## src/rtl/dmem_arb_pkg.sv

```systemverilog
// Shared types and helpers for the two-port data-memory arbiter.
// Holds the FSM state encoding, access-size codes and the alignment check.
package dmem_arb_pkg;

  typedef enum logic [1:0] {
    IDLE   = 2'd0,
    ACCESS = 2'd1,
    RESP   = 2'd2
  } state_t;

  localparam logic [1:0] SZ_B = 2'b00;
  localparam logic [1:0] SZ_H = 2'b01;
  localparam logic [1:0] SZ_W = 2'b10;

  // Bit of the 3-bit size field that selects zero-extension on loads.
  localparam int SZ_UNSIGNED_BIT = 2;

  function automatic logic access_err(input logic [2:0] size, input logic [1:0] addr_lo);
    logic err;
    case (size[1:0])
      SZ_B:    err = 1'b0;
      SZ_H:    err = addr_lo[0];
      SZ_W:    err = (addr_lo != 2'b00);
      default: err = 1'b1;
    endcase
    return err;
  endfunction

endpackage

```

## src/rtl/dmem_rr_pick.sv

```systemverilog
// Two-way grant picker: a lone requester always wins, the pointer
// breaks ties when both requesters are valid.
module dmem_rr_pick (
  input  logic       valid0,
  input  logic       valid1,
  input  logic       ptr,
  output logic [1:0] grant
);

  always_comb begin
    grant = 2'b00;
    if (valid0 && valid1) begin
      grant = ptr ? 2'b10 : 2'b01;
    end else if (valid0) begin
      grant = 2'b01;
    end else if (valid1) begin
      grant = 2'b10;
    end
  end

endmodule

```

## src/rtl/dmem_arbiter.sv

```systemverilog
// Two-requester data-memory arbiter, one transaction in flight, fixed 2-cycle latency.
// Define DMEM_ARBITER_RR_EN for round-robin contention; otherwise port 0 has fixed priority.
module dmem_arbiter
  import dmem_arb_pkg::*;
#(
  parameter int A_WIDTH = 20
) (
  input  logic        clk,
  input  logic        rst_n,

  input  logic        req0_valid,
  output logic        req0_ready,
  input  logic [31:0] req0_addr,
  input  logic [31:0] req0_wdata,
  input  logic        req0_we,
  input  logic [2:0]  req0_size,

  input  logic        req1_valid,
  output logic        req1_ready,
  input  logic [31:0] req1_addr,
  input  logic [31:0] req1_wdata,
  input  logic        req1_we,
  input  logic [2:0]  req1_size,

  output logic        rsp0_valid,
  output logic [31:0] rsp0_rdata,
  output logic        rsp0_err,

  output logic        rsp1_valid,
  output logic [31:0] rsp1_rdata,
  output logic        rsp1_err,

  output logic [31:0] mem_a,
  output logic [31:0] mem_wd,
  output logic        mem_we,
  output logic [2:0]  mem_src,
  input  logic [31:0] mem_rd
);

  localparam logic [31:0] A_MASK = (A_WIDTH >= 32) ? 32'hFFFF_FFFF
                                                   : ((32'd1 << A_WIDTH) - 32'd1);

  state_t      state;
  logic        armed;
  logic [31:0] lat_addr;
  logic [31:0] lat_wdata;
  logic        lat_we;
  logic [2:0]  lat_size;
  logic        lat_port;
  logic        lat_err;
  logic        ptr;
  logic [1:0]  grant;
  logic        hs0;
  logic        hs1;
  logic [31:0] rsp_data_next;

  dmem_rr_pick u_pick (
    .valid0 (req0_valid),
    .valid1 (req1_valid),
    .ptr    (ptr),
    .grant  (grant)
  );

  // armed keeps ready low until the first clock edge after reset release.
  assign req0_ready = (state == IDLE) && armed && grant[0];
  assign req1_ready = (state == IDLE) && armed && grant[1];
  assign hs0 = req0_valid && req0_ready;
  assign hs1 = req1_valid && req1_ready;

`ifdef DMEM_ARBITER_RR_EN
  always_ff @(posedge clk or negedge rst_n) begin
    if (!rst_n) begin
      ptr <= 1'b0;
    end else if ((hs0 || hs1) && req0_valid && req1_valid) begin
      ptr <= ~ptr;
    end
  end
`else
  assign ptr = 1'b0;
`endif

  always_comb begin
    mem_a   = '0;
    mem_wd  = '0;
    mem_src = '0;
    mem_we  = 1'b0;
    if (state == ACCESS) begin
      mem_a   = lat_addr & A_MASK;
      mem_wd  = lat_wdata;
      mem_src = {lat_size[SZ_UNSIGNED_BIT], lat_size[1:0]};
      mem_we  = lat_we && !lat_err;
    end
  end

  // Stores and faulting accesses report zero read data.
  assign rsp_data_next = (lat_we || lat_err) ? 32'h0 : mem_rd;

  always_ff @(posedge clk or negedge rst_n) begin
    if (!rst_n) begin
      state      <= IDLE;
      armed      <= 1'b0;
      lat_addr   <= '0;
      lat_wdata  <= '0;
      lat_we     <= 1'b0;
      lat_size   <= '0;
      lat_port   <= 1'b0;
      lat_err    <= 1'b0;
      rsp0_valid <= 1'b0;
      rsp0_rdata <= '0;
      rsp0_err   <= 1'b0;
      rsp1_valid <= 1'b0;
      rsp1_rdata <= '0;
      rsp1_err   <= 1'b0;
    end else begin
      armed <= 1'b1;
      case (state)
        IDLE: begin
          if (hs1) begin
            lat_addr  <= req1_addr;
            lat_wdata <= req1_wdata;
            lat_we    <= req1_we;
            lat_size  <= req1_size;
            lat_port  <= 1'b1;
            lat_err   <= access_err(req1_size, req1_addr[1:0]);
            state     <= ACCESS;
          end else if (hs0) begin
            lat_addr  <= req0_addr;
            lat_wdata <= req0_wdata;
            lat_we    <= req0_we;
            lat_size  <= req0_size;
            lat_port  <= 1'b0;
            lat_err   <= access_err(req0_size, req0_addr[1:0]);
            state     <= ACCESS;
          end
        end
        ACCESS: begin
          if (lat_port) begin
            rsp1_valid <= 1'b1;
            rsp1_rdata <= rsp_data_next;
            rsp1_err   <= lat_err;
          end else begin
            rsp0_valid <= 1'b1;
            rsp0_rdata <= rsp_data_next;
            rsp0_err   <= lat_err;
          end
          state <= RESP;
        end
        RESP: begin
          rsp0_valid <= 1'b0;
          rsp0_err   <= 1'b0;
          rsp1_valid <= 1'b0;
          rsp1_err   <= 1'b0;
          state      <= IDLE;
        end
        default: state <= IDLE;
      endcase
    end
  end

endmodule

```

## config.mk

```make
export PLATFORM = sky130hd
export DESIGN_NAME = dmem_arbiter
export DESIGN_NICKNAME = d
export VERILOG_FILES = /design/src/rtl/dmem_arb_pkg.sv /design/src/rtl/dmem_rr_pick.sv /design/src/rtl/dmem_arbiter.sv
export SDC_FILE = /design/constraint.sdc
export NUM_CORES = 1
export LEC_CHECK = 0
export CAP_MARGIN = 20
export CELL_PAD_IN_SITES_DETAIL_PLACEMENT = 1
export CELL_PAD_IN_SITES_GLOBAL_PLACEMENT = 1
export CORE_MARGIN = 3
export CORE_UTILIZATION = 28
export CTS_CLUSTER_SIZE = 20
export DETAILED_ROUTE_END_ITERATION = 12
export GPL_ROUTABILITY_DRIVEN = 0
export PLACE_DENSITY_LB_ADDON = 0.3
export SETUP_SLACK_MARGIN = 0.4
export SLEW_MARGIN = 20
export SYNTH_ARGS = -nofsm -noshare
export SYNTH_HDL_FRONTEND = slang
export SYNTH_SLANG_ARGS = --single-unit
export TNS_END_PERCENT = 20
```

## constraint.sdc

```tcl
create_clock -name clk -period 2 [get_ports clk]
set_input_delay 0.5 -clock clk [delete_from_list [all_inputs] [get_ports clk]]
set_output_delay 0.5 -clock clk [all_outputs]
set_load 0.02 [all_outputs]
```

==> metrics.yaml <==
synth_edf_count: 0
power_mw: 10.6
dp_hpwl_mm: 14.5
violations: "negative setup slack"
p_leak_nw: 4.60
fill_cells: 2294
cts.clk_slew.worst_paths_ps: 60
maxCapViolCount: 0
routed_wl_mm: 20.0
slew_viol_final: 0
die-area_um2: 22500
rsz0062_at_grt: "yes"
die_y_um: 150
r2r_slack_ps: 150
clockBufferDepth: 2
syn_avg_cell_area_um2: 9.64
swShare: 0.327
dr.first_iter.drc_count: 104
multiInputGateArea_um2: 2620
crit_path_cell_trace: "and2b_4, buf_12, and2_1, buf_4"
synth_most_common_cell: "dfrtp_1"
antenna_found_initial: 3
crit_arrival_ps: 1600
cp-startpoint: "state[1]"
synth_top_area_cell: "dfrtp_1"
period_minus_slack_ps: 2100
num_vias: 5212
synth_seq_cells: 129
hold_viol_final: 0
nets: 1048
cts_hold_buf: 0
worstSetupStartpointType: "flop"
area.growth.synth_to_final_pct: 70.8
switchingPower_mw: 3.47
place_inst: 1125
final_cells: 1162
grt_remaining_overflow: 0
cts.sinks: 129
p_per_area_nw_per_um2: 1070
post_drt_via_cell_ratio: 4.49
r2r-start: "armed"
htree_levels: 4
final_util: 0.489
grt_pass1_wl_mm: 29.4
portBuffers: 273
async_reset_ff_frac: 1.00
intPower_mw: 7.15
critical-path-top-delay-family: "simple AND/OR/NAND/NOR gates"
synth_xor_area_frac: 0
synth_ff_type: "dfrtp_1"
criticalPathCategory: "flop to primary output"
fin_tns_setup_ps: -4190
fmax_ghz: 0.475
yosysWarnings: 0
r2r_cells: 7
die_w_um: 150
hold_path.class: "input pin to async pin"
r2r-end: "lat_wdata[26]"
cts_tree: "built"
period_share: 1.05
io_pins: 310
endpoint_kind: "primary output"
synth_top_family_by_area: "simple AND/OR/NAND/NOR gates"
synth_compound_area_frac: 0.118
postPlaceCellArea_um2: 8990
status: "complete, but fails checks"
seqPwrFrac: 0.350
slowest_stage: "dfrtp_1"
synthSimpleGateAreaFrac: 0.174
skew_ps: 5.19
clk_latency_ps: 410
grt_max_degree: 65
ys_top_cells_by_count: "dfrtp_1, nand2_1, o21ai_1, nor2_1, a21oi_1"
grt_pass1_vias: 5429
drt_pass1_iterations: 4
seq_area_frac_synth: 0.555
grt_use_total: 0.169
numCtsBuffers: 17
crit_required_ps: 1500
worstPathMaxFanout: 17
layout_setup_ws_ps: -104
synthCells: 603
slowest_delay_ps: 400
yosys-top-cells-area: "dfrtp_1, mux2i_1, nand2_1"
pwr-share-comb: 0.320
vdd_drop_max_mv: 0.537
root_buffer: "clkbuf_16"
drc: 0
synth_top_area_share: 0.555
netlist_area_um2: 5820
final_antenna_net_count: 0
start_util: 0.286
wire_per_inst_um: 17.2
drive_above_1_share: 0.300
core_um2: 20300
regArea_um2: 3230
finalInstanceArea_um2: 9940
yosys.cell_types.count: 29
clkPwrFrac: 0.330
whs_ps: 10.1
muxShareOfSynthArea: 0.0964
cp.buffers_inverters: 2
synth_adder_area_share: 0
setup_viol: 57
rows: 52
dp_slack_ps: -384
-- flip-flops by register name, indices dropped and copies added (netlist names) --
signal / cells
rsp0_rdata: 32
lat_wdata: 32
rsp0_valid: 1
armed: 1
rsp1_rdata: 32
lat_addr: 20
lat_err: 1
rsp1_err: 1
lat_size: 3
lat_port: 1
rsp1_valid: 1
lat_we: 1
state: 2
rsp0_err: 1
-- per-layer routing --
layer	part of all wire	up-vias	GRT usage
li1	-	2534	-
met1	0.39	2468	0.189
met2	0.49	189	0.285
met3	0.11	17	0.0807
met4	0.012	4	0.0586
met5	0.0013	-	0
-- layout by cell type, fill, tap and decap left out, drive strengths merged --
cell and n:
o21bai 1, a2bb2oi 1, nor3 1, dfrtp 129, nor3b 1, nand2 100, clkinv 4, nand2b 1
a31oi 1, and3b 1, clkdlybuf4s50 146, a21oi 59, inv 6, diode 3, o221ai 1, and2 56
o21ai 68, mux2i 56, o21a 2, or3 1, bufinv 5, nand3 1, nor2 60, clkinvlp 2
nand3b 1, clkbuf 31, conb 13, buf 97, and2b 1, o22ai 1, clkdlybuf4s15 42
-- final cells by class --
type,count,share of cell area
inverter,5,0.00239
antenna,3,0.000756
timing repair buffer,296,0.308
clock buffer,20,0.0460
multi-input combinational,427,0.264
sequential,129,0.325
tap,270,0.0340
clock inverter,12,0.0207
-- power by group through the flow --
stage | Sequential (mW) | Combinational [mW] | Clock (mW)
2_1_floorplan | 4.13 | 1.20 | 0
3_3_place_gp | 3.68 | 3.41 | 0
4_1_cts | 3.67 | 3.35 | 3.62
6_report | 3.71 | 3.40 | 3.51
5_1_grt | 3.81 | 3.70 | 3.73
3_5_place_dp | 3.71 | 3.46 | 0
-- kinds of logic after synthesis --
kind of cell / count (synthesis)
simple gates: 224
mux: 56
other cells: 2
flops: 129
compound gates: 134
buf+inv: 58
-- worst max path at each step --
| stage | to | cells after the start |
|---|---|---|
| floorplan | req1_ready | 6 |
| global placement | req1_ready | 4 |
| detailed placement | lat_addr[7] | 6 |
| CTS | mem_a[10] | 4 |
| global route | mem_a[10] | 4 |
| finish | mem_a[10] | 4 |
-- repair_timing --
item,CTS,global route
endpoints found under the setup margin,184,139
pin swaps,1,40
buffers inserted,0,1
resized for setup,511,110
gates cloned,0,1
hold endpoints to repair,0,0
No activity file was read; power rests on OpenSTA's default activity.
